### src/rtl/apb_wdt_if.sv
// APB2 responder bus for the watchdog: select/enable/address/write from the bridge, read data back.
interface apb_wdt_if;
    logic        psel;
    logic        penable;
    logic [15:0] paddr;
    logic        pwrite;
    logic [31:0] pwdata;
    logic [31:0] prdata;

    modport master (
        output psel, penable, paddr, pwrite, pwdata,
        input  prdata
    );

    modport slave (
        input  psel, penable, paddr, pwrite, pwdata,
        output prdata
    );
endinterface

### src/rtl/apb_wdt.sv
// APB watchdog: counts down from LOAD, raises an interrupt on the first timeout and a sticky
// reset request on the second unless software clears the interrupt in between.
module apb_wdt (
    input  logic     pclk,
    input  logic     presetn,
    apb_wdt_if.slave apb,
    output logic     wdt_int,
    output logic     wdt_rst_req
);

    localparam int unsigned DATA_W = 32;
    localparam int unsigned OFS_W  = 3;

    localparam logic [DATA_W-1:0] ALL_ONES   = '1;
    localparam logic [DATA_W-1:0] UNLOCK_KEY = 32'h1ACC_E551;

    localparam logic [OFS_W-1:0] OFS_LOAD   = 3'd0;
    localparam logic [OFS_W-1:0] OFS_VALUE  = 3'd1;
    localparam logic [OFS_W-1:0] OFS_CTRL   = 3'd2;
    localparam logic [OFS_W-1:0] OFS_INTCLR = 3'd3;
    localparam logic [OFS_W-1:0] OFS_RIS    = 3'd4;
    localparam logic [OFS_W-1:0] OFS_LOCK   = 3'd5;

    typedef enum logic [1:0] {
        ST_IDLE,
        ST_COUNT,
        ST_EXPIRED,
        ST_RESET_REQ
    } state_e;

    state_e              r_state;
    state_e              w_state_nxt;
    logic [DATA_W-1:0]   r_load;
    logic [DATA_W-1:0]   w_load_nxt;
    logic [DATA_W-1:0]   r_value;
    logic [DATA_W-1:0]   w_value_nxt;
    logic                r_en;
    logic                w_en_nxt;
    logic                r_rsten;
    logic                w_rsten_nxt;
    logic                r_ris;
    logic                w_ris_nxt;
    logic                r_rst_req;
    logic                w_rst_req_nxt;
    logic                r_locked;
    logic                w_locked_nxt;

    logic                w_wr;
    logic                w_rd;
    logic [OFS_W-1:0]    w_ofs;
    logic                w_wr_load;
    logic                w_wr_ctrl;
    logic                w_wr_intclr;
    logic                w_wr_lock;
    logic                w_timeout;
    logic                w_unused;

    // Address decode; LOCK stays writable so software can always unlock.
    assign w_wr        = apb.psel & apb.penable & apb.pwrite;
    assign w_rd        = apb.psel & ~apb.pwrite;
    assign w_ofs       = apb.paddr[4:2];
    assign w_wr_load   = w_wr & ~r_locked & (w_ofs == OFS_LOAD);
    assign w_wr_ctrl   = w_wr & ~r_locked & (w_ofs == OFS_CTRL);
    assign w_wr_intclr = w_wr & ~r_locked & (w_ofs == OFS_INTCLR);
    assign w_wr_lock   = w_wr & (w_ofs == OFS_LOCK);
    assign w_timeout   = (r_value == '0);
    assign w_unused    = ^{apb.paddr[15:5], apb.paddr[1:0]};

    always_ff @(posedge pclk or negedge presetn) begin
        if (!presetn) begin
            r_state   <= ST_IDLE;
            r_load    <= ALL_ONES;
            r_value   <= ALL_ONES;
            r_en      <= 1'b0;
            r_rsten   <= 1'b0;
            r_ris     <= 1'b0;
            r_rst_req <= 1'b0;
            r_locked  <= 1'b0;
        end else begin
            r_state   <= w_state_nxt;
            r_load    <= w_load_nxt;
            r_value   <= w_value_nxt;
            r_en      <= w_en_nxt;
            r_rsten   <= w_rsten_nxt;
            r_ris     <= w_ris_nxt;
            r_rst_req <= w_rst_req_nxt;
            r_locked  <= w_locked_nxt;
        end
    end

    // Priority while counting: disable, then interrupt clear, then timeout, then LOAD write.
    always_comb begin
        w_state_nxt   = r_state;
        w_value_nxt   = r_value;
        w_ris_nxt     = r_ris;
        w_rst_req_nxt = r_rst_req;
        w_load_nxt    = w_wr_load ? apb.pwdata : r_load;
        w_en_nxt      = w_wr_ctrl ? apb.pwdata[0] : r_en;
        w_rsten_nxt   = w_wr_ctrl ? apb.pwdata[1] : r_rsten;
        w_locked_nxt  = w_wr_lock ? (apb.pwdata != UNLOCK_KEY) : r_locked;

        case (r_state)
            ST_IDLE: begin
                if (w_wr_intclr) begin
                    w_ris_nxt   = 1'b0;
                    w_value_nxt = r_load;
                end else if (w_wr_ctrl && apb.pwdata[0]) begin
                    w_value_nxt = r_load;
                    w_state_nxt = r_ris ? ST_EXPIRED : ST_COUNT;
                end
            end
            ST_COUNT, ST_EXPIRED: begin
                if (w_wr_ctrl && !apb.pwdata[0]) begin
                    w_state_nxt = ST_IDLE;
                end else if (w_wr_intclr) begin
                    w_ris_nxt   = 1'b0;
                    w_value_nxt = r_load;
                    w_state_nxt = ST_COUNT;
                end else if (w_timeout) begin
                    if (r_state == ST_COUNT) begin
                        w_ris_nxt   = 1'b1;
                        w_value_nxt = w_load_nxt;
                        w_state_nxt = ST_EXPIRED;
                    end else if (r_rsten) begin
                        w_rst_req_nxt = 1'b1;
                        w_state_nxt   = ST_RESET_REQ;
                    end else begin
                        w_value_nxt = w_load_nxt;
                    end
                end else if (w_wr_load) begin
                    w_value_nxt = apb.pwdata;
                end else begin
                    w_value_nxt = r_value - DATA_W'(1);
                end
            end
            ST_RESET_REQ: begin
                w_state_nxt = ST_RESET_REQ;
            end
            default: begin
                w_state_nxt = ST_IDLE;
            end
        endcase
    end

    // Combinational read mux; write-only and reserved offsets return zero.
    always_comb begin
        apb.prdata = '0;
        if (w_rd) begin
            case (w_ofs)
                OFS_LOAD:   apb.prdata = r_load;
                OFS_VALUE:  apb.prdata = r_value;
                OFS_CTRL:   apb.prdata = {30'd0, r_rsten, r_en};
                OFS_RIS:    apb.prdata = {31'd0, r_ris};
                OFS_LOCK:   apb.prdata = {31'd0, r_locked};
                default:    apb.prdata = '0;
            endcase
        end
    end

    assign wdt_int     = r_ris;
    assign wdt_rst_req = r_rst_req;

endmodule

### src/flat_wrapper.sv
// flat-port wrapper written by rule: the top's interface ports become plain ports
module apb_wdt_flat 
  (pclk, presetn, wdt_int, wdt_rst_req, apb_psel, apb_penable, apb_paddr, apb_pwrite, apb_pwdata, apb_prdata);
  apb_wdt_if apb_i ();
  input  logic pclk;
  input  logic presetn;
  output logic wdt_int;
  output logic wdt_rst_req;
  input wire logic [$bits(apb_i.psel)-1:0] apb_psel;
  input wire logic [$bits(apb_i.penable)-1:0] apb_penable;
  input wire logic [$bits(apb_i.paddr)-1:0] apb_paddr;
  input wire logic [$bits(apb_i.pwrite)-1:0] apb_pwrite;
  input wire logic [$bits(apb_i.pwdata)-1:0] apb_pwdata;
  output wire logic [$bits(apb_i.prdata)-1:0] apb_prdata;
  assign apb_i.psel = apb_psel;
  assign apb_i.penable = apb_penable;
  assign apb_i.paddr = apb_paddr;
  assign apb_i.pwrite = apb_pwrite;
  assign apb_i.pwdata = apb_pwdata;
  assign apb_prdata = apb_i.prdata;
  apb_wdt u_core (.pclk(pclk), .presetn(presetn), .apb(apb_i), .wdt_int(wdt_int), .wdt_rst_req(wdt_rst_req));
endmodule
### config.mk
export PLATFORM = sky130hd
export DESIGN_NAME = apb_wdt_flat
export DESIGN_NICKNAME = d
export VERILOG_FILES = /design/src/rtl/apb_wdt_if.sv /design/src/rtl/apb_wdt.sv /design/src/flat_wrapper.sv
export SDC_FILE = /design/constraint.sdc
export NUM_CORES = 1
export LEC_CHECK = 0
export BUFFER_PORTS_ARGS = -buffer_cell sky130_fd_sc_hd__buf_2
export CORE_MARGIN = 2
export CORE_UTILIZATION = 57
export DETAILED_ROUTE_END_ITERATION = 10
export HOLD_SLACK_MARGIN = 0.05
export PLACE_DENSITY = 0.78
export SLEW_MARGIN = 40
export SYNTH_ARGS = -nofsm -noshare
export SYNTH_HDL_FRONTEND = slang
export SYNTH_SLANG_ARGS = --single-unit
### constraint.sdc
create_clock -name pclk -period 3.4 [get_ports pclk]
set_clock_uncertainty 0.2 [all_clocks]
set_input_delay 0.51 -clock pclk [delete_from_list [all_inputs] [get_ports pclk]]
set_output_delay 0.51 -clock pclk [all_outputs]
set_load 0.01 [all_outputs]
# Word-level counts from Yosys, hierarchy flattened
# Index checks and enable logic that the tools add are counted.
# Widths: inputs -> output; s select.
dict set report word_totals {
  register_bits 71
  input_bits 53
  wordCells 80
}
dict set report classes {
  addsub 1
  n_eq_ne 19
  muxes 27
  bitwise 13
  reduce_logical 12
}
# operator n
set op_table {}
lappend op_table {{$mux 32} 10}
lappend op_table {{$pmux 32 s5} 1}
lappend op_table {{$pmux 32 s2} 1}
lappend op_table {{$logic_not 32->1} 1}
lappend op_table {{$ne 32x29->1 const B} 1}
lappend op_table {{$sub 32x1->32 const B} 1}
lappend op_table {{$mux 2} 8}
lappend op_table {{$ne 3x1->1 const B} 3}
lappend op_table {{$and 1x1->1} 8}
lappend op_table {{$reduce_and 4->1} 2}
lappend op_table {{$eq 3x2->1 const B} 2}
lappend op_table {{$eq 3x3->1 const B} 2}
lappend op_table {{$pmux 2 s3} 1}
lappend op_table {{$reduce_and 6->1} 1}
lappend op_table {{$mux 1} 5}
lappend op_table {{$ne 5x1->1 const B} 1}
lappend op_table {{$ne 5x5->1 const B} 1}
lappend op_table {{$not 1->1} 5}
lappend op_table {{$reduce_and 5->1} 1}
lappend op_table {{$eq 2x2->1 const B} 2}
lappend op_table {{$ne 2x1->1 const B} 2}
lappend op_table {{$ne 2x2->1 const B} 2}
lappend op_table {{$ne 4x1->1 const B} 1}
lappend op_table {{$eq 3x1->1 const B} 1}
lappend op_table {{8 further kinds} 9}

# Longest topological paths before layout
# Gate-level depths: netlist of run 1.
dict set report depth {
  depth_word 11
  depth_mapped 10
  mapped_depth_nobuf 8
}

# Least setup slack after synthesis of run 1
# OpenSTA, ideal clock, no wires.
dict set report synth_timing {
  kind {flip-flop to flip-flop}
  startpoint {register u_core.r_value[11]}
  endpoint {register u_core.r_value[31]}
  t_arrival_ns 2.636
  required_ns 3.117
  setup_slack_ns 0.480
  path_stages_with_launch 10
  path_buffers 3
  synth_period_minus_slack_ns 2.920
  cell_sequence {dfstp_2 or4_1 buf_2 or4_4 buf_6 or3_1 buf_2 o32ai_2 o21ai_1 a221o_1}
}
dict set report synth_via {
  elab_chain_len 6
  word_cells_on_any_way 9
}
# element line_no
set synth_rtl {}
lappend synth_rtl {{start, declared} apb_wdt.sv:35} ;# logic [DATA_W-1:0] r_value;
lappend synth_rtl {{start signal, assigned} apb_wdt.sv:82} ;# r_value <= w_value_nxt;
lappend synth_rtl {{$sub 32x1->32} apb_wdt.sv:133} ;# w_value_nxt = r_value - DATA_W'(1);
lappend synth_rtl {{$mux 32} apb_wdt.sv:130} ;# end else if (w_wr_load) begin
lappend synth_rtl {{$mux 32} apb_wdt.sv:119} ;# end else if (w_timeout) begin
lappend synth_rtl {{$mux 32} apb_wdt.sv:115} ;# end else if (w_wr_intclr) begin
lappend synth_rtl {{$mux 32} apb_wdt.sv:113} ;# if (w_wr_ctrl && !apb.pwdata[0]) begin
lappend synth_rtl {{$pmux 32 s2} apb_wdt.sv:102} ;# case (r_state)
# Several ways; a longest one is shown, not always the timed one. The select of a mux whose other input is x is not followed.
# A chain may end at the register's enable or synchronous reset.

# Worst setup path after layout of run 1
dict set report layout_timing {
  startpoint {register u_core.r_value[0]}
  endpoint {register u_core.r_value[1]}
}
# The elaborated chain is that of the path after synthesis.

==> results of run 1 <==
cell families (layout without fill, tap and decap cells):
logic type / Yosys count / in the layout / synth area share [%]
mux: 12 / 12 / 2.49
flops: 71 / 71 / 36.3
fa+ha+maj: 7 / 7 / 1.71
compound gates: 186 / 186 / 25.0
simple gates: 302 / 302 / 28.1
xor+xnor: 8 / 8 / 1.37
buf+inv: 64 / 130 / 5.06
state kept, by name, indices dropped and copies added (netlist names):
name	flops
u_core.wdt_rst_req	1
u_core.r_rsten	1
u_core.r_value	32
u_core.r_locked	1
u_core.wdt_int	1
u_core.r_state	2
u_core.r_load	32
u_core.r_en	1
routing by layer:
metal,share of wire [%],vias up
li1,-,2524
met1,40,2706
met2,47,346
met3,11,42
met4,2.3,0
met5,0,-
stage by stage:
step	power [uW]	setup slack (ns)	utilization, %
after floorplan	3530	0.480	-
after global placement	4310	0.286	65.0
after detailed placement	4430	0.143	65.0
after CTS	5230	0.154	67.5
after global routing	5650	0.102	67.8
final	5330	0.274	67.8
cell usage after synthesis (8+ instances only):
library cell / number / area share (%)
nor3_1: 28 / 2.7
dfstp_2: 64 / 33
clkbuf_1: 39 / 2.9
nand2_1: 119 / 8.7
a22oi_1: 32 / 4.7
nor4_1: 20 / 2.4
o21ai_0: 43 / 4.2
o2bb2ai_1: 12 / 2.1
a21oi_1: 27 / 2.6
nor2_1: 70 / 5.1
inv_1: 9 / 0.66
buf_2: 9 / 0.88
o22ai_1: 9 / 1.1
nand3_1: 11 / 1.1
o31ai_1: 9 / 1.3
a221oi_1: 8 / 1.4
or4_1: 8 / 1.2
what timing repair did:
action                                 4_1_cts  5_1_grt
buffers inserted                             0        1
setup endpoints to repair                    0        4
resized for setup                            0        0
hold buffers                                 0        1
endpoints found under the hold margin        0        5
tightest hold or removal path, delay by kind of cell:
kind	cells	cell delay [ns]
buffers and inverters	1	0.11
and+or+nand+nor	2	0.09
power by group through the flow:
stage	logic [uW]	clock network, uW	registers (uW)
4_1_cts	2750	787	1690
3_3_place_gp	2620	0	1680
5_1_grt	3060	828	1760
2_1_floorplan	2000	0	1530
3_5_place_dp	2740	0	1700
6_report	2830	785	1710
how the worst max path moves through the flow:
stage / slack [ns] / depth (start not counted) / to / startpoint
6_report: 0.27 / 10 / u_core.r_value[1] / u_core.r_value[0]
5_1_grt: 0.10 / 10 / u_core.r_value[0] / u_core.r_value[0]
4_1_cts: 0.15 / 9 / u_core.r_value[1] / u_core.r_value[0]
3_5_place_dp: 0.14 / 9 / u_core.r_value[1] / u_core.r_value[0]
3_3_place_gp: 0.29 / 9 / u_core.r_value[0] / u_core.r_value[0]
2_1_floorplan: 0.48 / 9 / u_core.r_value[31] / u_core.r_value[11]
cell type report:
class	count	area, um^2
clock inverters	6	83.8
repair buffers	105	636
fillers	737	2810
multi-input cells	515	3030
flip-flops and latches	71	1860
well taps	108	135
clock buffers	10	138
inverters	9	33.8
==> summary.md, run 1 <==
| Metric | Value |
|---|---|
| FP Rows | `34` |
| Hold endpoint | `u_core.r_load[28]` |
| TritonCTS clock tree | `yes` |
| Min Tclk post-route | `3.13 ns` |
| Most frequent cells in the layout | `nand2_1 (118), buf_2 (72), nor2_1 (70)` |
| DRC viols | `0` |
| Drt via density | `~6.8` |
| Fin cells | `between 800 and 900` |
| Top FF cell, synth | `dfstp_2` |
| Mapped cell area | `just over 0.005 mm^2` |
| Max VDD drop | `approximately 0.58 mV` |
| Yosys cell types | `66` |
| Worst Setup Start Kind | `flip-flop` |
| CTS Buf Count | `9` |
| CP Max Fanout | `28` |
| Critical path class | `reg2reg` |
| GR peak layer | `met2` |
| Post-route ant nets | `0` |
| Reg-to-Reg End | `u_core.r_value[1]` |
| Status | `completed` |
| Worst stage delay on the critical path | `0.60 ns` |
| Worst Hold Slack | `between 0.1 and 0.15 ns` |
| Gr usage total | `a little over a third` |
| Switch share | `between 40% and 50%` |
| Syn_nets | `around 700` |
| Design area | `about 0.006 mm^2` |
| Post-synth ARST share | `between 90% and 100%` |
| Avg Cell Area, Syn | `roughly 8 um^2` |
| Commonest non-fill, non-tap cell in the layout | `nand2_1` |
| CP arrival | `3.19 ns` |
| Placed Cells | `806` |
| Sink Count | `71` |
| Slew Limit Fails | `0` |
| GR Util met3 | `under 10%` |
| HPWL Detailed | `approximately 12000 um` |
| Cell family with most CP delay | `simple AND/OR/NAND/NOR gates` |
| Post-synth EDFFs | `0` |
| Flop2flop setup slack | `0.27 ns` |
| Max-slew headroom | `60.3%` |
| Core Footprint | `between 0.008 and 0.009 mm^2` |
| Largest net degree at the start of global routing | `38` |
| R2R Path Start | `u_core.r_value[0]` |
| Die height | `between 90 and 100 um` |
| FMAX | `between 300 and 400 MHz` |
| Number of synthesized register bits | `71` |
| Pre-antenna DRT Iters | `6` |
| Sequential Power Share | `32.2%` |
| Num ports | `87` |
| Pwr Density | `902 mW/mm^2` |
| Int Power | `roughly 2900 uW` |
| Hold WC Path Type | `in2reg` |
| Max-Cap Viols | `0` |
| Worst skew pair latency | `roughly 0.36 ns` |
| Synth Instances | `650` |
| Unrepaired setup endpoints after global routing | `false` |
| Slowest CP cell | `or4b_2` |
| Combinational group share of total power | `a little over half` |
| Hold Path Depth | `3` |
| Area grow syn2layout | `15.4%` |
| Port Buffer Count | `between 70 and 80` |
| Max clock buf depth | `2` |
| Req. time, crit path | `around 3.5 ns` |
| Worst setup EP type | `flip-flop` |
| Ant diodes | `0` |
| Root Driver | `clkbuf_8` |
| Die X | `just under 100 um` |
| Total Nets Final | `771` |
| Final TNS setup | `0 ns` |
| Sequential area share after synthesis | `a little over a third` |
| CP Cell Sequence | `inv_1 > ha_1 > or4b_2 > nor4_1 > nand4_1 > buf_4 > o21ai_2 > buf_12 > nor2_1 > a221oi_1` |
| Reg2Reg Depth | `10` |
| Vias | `between 5000 and 6000` |
| Net Sw Power | `2470 uW` |
| Wire per inst | `20.9 um` |
| Met2 usage | `54.8%` |
| Placed cell areas | `~0.0057 mm^2` |
| Worst Path Buf+Inv | `3` |
| Die Footprint | `between 0.009 and 0.01 mm^2` |
| Final Hold Fails | `0` |
| First-pass GRT wire length | `~28000 um` |
| Initial antenna violation count | `0` |
| Layout cells sized above 1 | `approximately 29%` |
| H-Tree Depth | `3` |
| Yosys warning count | `0` |
| Global route total overflow | `0` |
| Final Cycle Share | `91.9%` |
| Final number of setup-violating endpoints | `0` |
| Vias in the first global route | `around 5300` |
| Leak | `~0.0024 uW` |
| Met1 Use GR | `~48%` |
| Initial DRC Count | `roughly 640` |
| Actual slew at the worst max-slew pin | `roughly 0.60 ns` |
| Clock share of power | `around 15%` |
| Starting Density | `58.7%` |
| Total Wirelength | `17200 um` |
| Gp weighted congestion | `approximately 0.97` |
| Min-delay src | `apb_pwdata[28]` |
| Worst-path clk slew | `~0.080 ns` |
No activity file was read; power rests on OpenSTA's default activity.
==> run 2, diff against run 1 <==
--- a/config.mk
+++ b/config.mk
@@ -7,10 +7,11 @@
 export LEC_CHECK = 0
 export BUFFER_PORTS_ARGS = -buffer_cell sky130_fd_sc_hd__buf_2
 export CORE_MARGIN = 2
-export CORE_UTILIZATION = 57
+export CORE_UTILIZATION = 58
 export DETAILED_ROUTE_END_ITERATION = 10
 export HOLD_SLACK_MARGIN = 0.05
-export PLACE_DENSITY = 0.78
+export PLACE_DENSITY = 0.79
+export REMOVE_ABC_BUFFERS = 1
 export SLEW_MARGIN = 40
 export SYNTH_ARGS = -nofsm -noshare
 export SYNTH_HDL_FRONTEND = slang
==> constraint.sdc (replaced) <==
create_clock -name pclk -period 3.9 [get_ports pclk]
set_clock_uncertainty 0.2 [all_clocks]
set_input_delay 0.585 -clock pclk [delete_from_list [all_inputs] [get_ports pclk]]
set_output_delay 0.585 -clock pclk [all_outputs]
set_load 0.01 [all_outputs]
==> summary.md, run 2 (same netlist as run 1, synthesis figures left out) <==
| Metric | Value |
|---|---|
| Net Sw Power | `2100 uW` |
| HPWL Detailed | `11200 um` |
| Total Nets Final | `760` |
| CP Cell Sequence | `inv_1 > ha_1 > or4b_2 > nor4_1 > nand4_1 > o21ai_2 > buf_4 > nor2_1 > a221o_1` |
| Max-Cap Viols | `0` |
| Worst Setup Start Kind | `flip-flop` |
| GR peak layer | `met2` |
| CP arrival | `between 3 and 4 ns` |
| Overall power | `around 4500 uW` |
| Sequential Power Share | `33.4%` |
| Final number of setup-violating endpoints | `0` |
| Actual slew at the worst max-slew pin | `~0.65 ns` |
| Biggest regs | `u_core.r_load: 32 flops, u_core.r_value: 32 flops, u_core.r_state: 2 flops` |
| Combinational group share of total power | `about 53%` |
| Pwr Density | `775 mW/mm^2` |
| Global route total overflow | `0` |
| Placed cell areas | `around 0.0056 mm^2` |
| Worst stage delay on the critical path | `~0.62 ns` |
| Die Footprint | `approximately 0.0096 mm^2` |
| CTS Buf Count | `9` |
| Die height | `just under 100 um` |
| Final Hold Fails | `0` |
| CP Max Fanout | `18` |
| First-pass GRT wire length | `26100 um` |
| Setup Buffers After CTS | `0` |
| Max-slew headroom | `a little under three fifths` |
| Met1 Use GR | `between 40 and 50%` |
| Die X | `approximately 98 um` |
| Unrepaired setup endpoints after global routing | `false` |
| Root Driver | `clkbuf_8` |
| Num ports | `87` |
| Initial antenna violation count | `0` |
| Filler instances | `~760` |
| Vias in the first global route | `around 5200` |
| TritonCTS clock tree | `yes` |
| Max clock buf depth | `2` |
| Final Cycle Share | `roughly nine tenths` |
| Initial DRC Count | `540` |
| Starting Density | `between 50 and 60%` |
| Dpl ws | `about 0.50 ns` |
| Worst skew pair latency | `~0.36 ns` |
| Layout cells sized above 1 | `27.4%` |
| Final Core Density | `about two thirds` |
| Largest net degree at the start of global routing | `a little under 50` |
| Area grow syn2layout | `13.1%` |
| DRC viols | `0` |
| Status | `completed` |
| Pre-antenna DRT Iters | `7` |
| Most frequent cells in the layout | `nand2_1 (118), buf_2 (73), nor2_1 (70)` |
| Post-route ant nets | `0` |
| Worst Path Buf+Inv | `2` |
| Req. time, crit path | `~4 ns` |
| Clock share of power | `between 10% and 20%` |
| Gr usage total | `33.7%` |
| Commonest non-fill, non-tap cell in the layout | `nand2_1` |
| Hold_buf cts | `0` |
| Vias | `5560` |
| Met2 usage | `between 50% and 60%` |
| Min Tclk post-route | `3.49 ns` |
| Critical path class | `reg2reg` |
| Switch share | `46.8%` |
| Final TNS setup | `0 ns` |
| Int Power | `~2400 uW` |
| Worst-path clk slew | `around 0.080 ns` |
| Total Wirelength | `roughly 16000 um` |
| Slowest CP cell | `or4b_2` |
| Leak | `around 0.0024 uW` |
| Setup ws final | `about 0.41 ns` |
| Max VDD drop | `0.517 mV` |
| Gp weighted congestion | `0.922` |
| Port Buffer Count | `73` |
| Design area | `a little under 0.006 mm^2` |
| Cell family with most CP delay | `simple AND/OR/NAND/NOR gates` |
| Core Footprint | `0.00864 mm^2` |
| Drt via density | `between 6 and 7` |
| GR Util met3 | `about 5.3%` |
| Area occupied by multi-input gates | `0.00304 mm^2` |
| Sequential cell area | `approximately 0.0019 mm^2` |
| FMAX | `286 MHz` |
| H-Tree Depth | `3` |
| Post-CTS Resized | `0` |
| Slew Limit Fails | `0` |
| Ant diodes | `0` |
| Sink Count | `71` |
| Wire per inst | `around 20 um` |
| Worst setup EP type | `flip-flop` |
| FP Rows | `34` |
| Hold WC Path Type | `in2reg` |
-- run 2: layout make-up --
class                      instances  area share, %
clock buffer                      12           2.68
clock inverter                     3          0.734
inverter                           9          0.583
multi-input combinational        515           52.4
sequential                        71           32.0
tap                              108           2.33
timing repair buffer              94           9.24
-- run 2: per-layer routing --
metal	routed length (um)	up-vias
met5	0	-
met4	562	0
met3	1540	60
met2	7620	373
met1	6640	2614
li1	-	2513
-- run 2: final timing paths --
kind / from / to / slack (ns) / depth (start not counted)
hold reg to reg: u_core.r_load[6] / u_core.r_load[6] / 0.27 / 2
hold / removal: apb_pwdata[20] / u_core.r_load[20] / 0.23 / 3
max in group asynchronous: presetn / u_core.wdt_rst_req / 2.46 / 2
min in group asynchronous: presetn / u_core.r_load[27] / 0.33 / 1
setup reg to reg: u_core.r_value[0] / u_core.r_value[31] / 0.41 / 9
setup / recovery: u_core.r_value[0] / u_core.r_value[31] / 0.41 / 9
-- run 2: metrics by stage --
stage | std cells | hold WS, ns
global route | 812 | 0.233
floorplan | 595 | 0.0894
global placement | 797 | 0.254
finish | 812 | 0.235
detailed placement | 797 | 0.259
CTS | 812 | 0.225
-- run 2: power groups by stage --
stage	logic [uW]	clock network [uW]	registers (uW)
after floorplan	1600	0	1380
after global placement	2200	0	1460
after detailed placement	2290	0	1480
after CTS	2300	623	1470
after global routing	2580	656	1530
final	2380	618	1500
-- run 2: worst reg2reg max path: stages, from the launching register on --
cell     delay, ns
dfstp_2       0.41
inv_1         0.10
ha_1          0.17
or4b_2        0.62
nor4_1        0.37
nand4_1       0.50
o21ai_2       0.32
buf_4         0.27
nor2_1        0.12
a221o_1       0.35
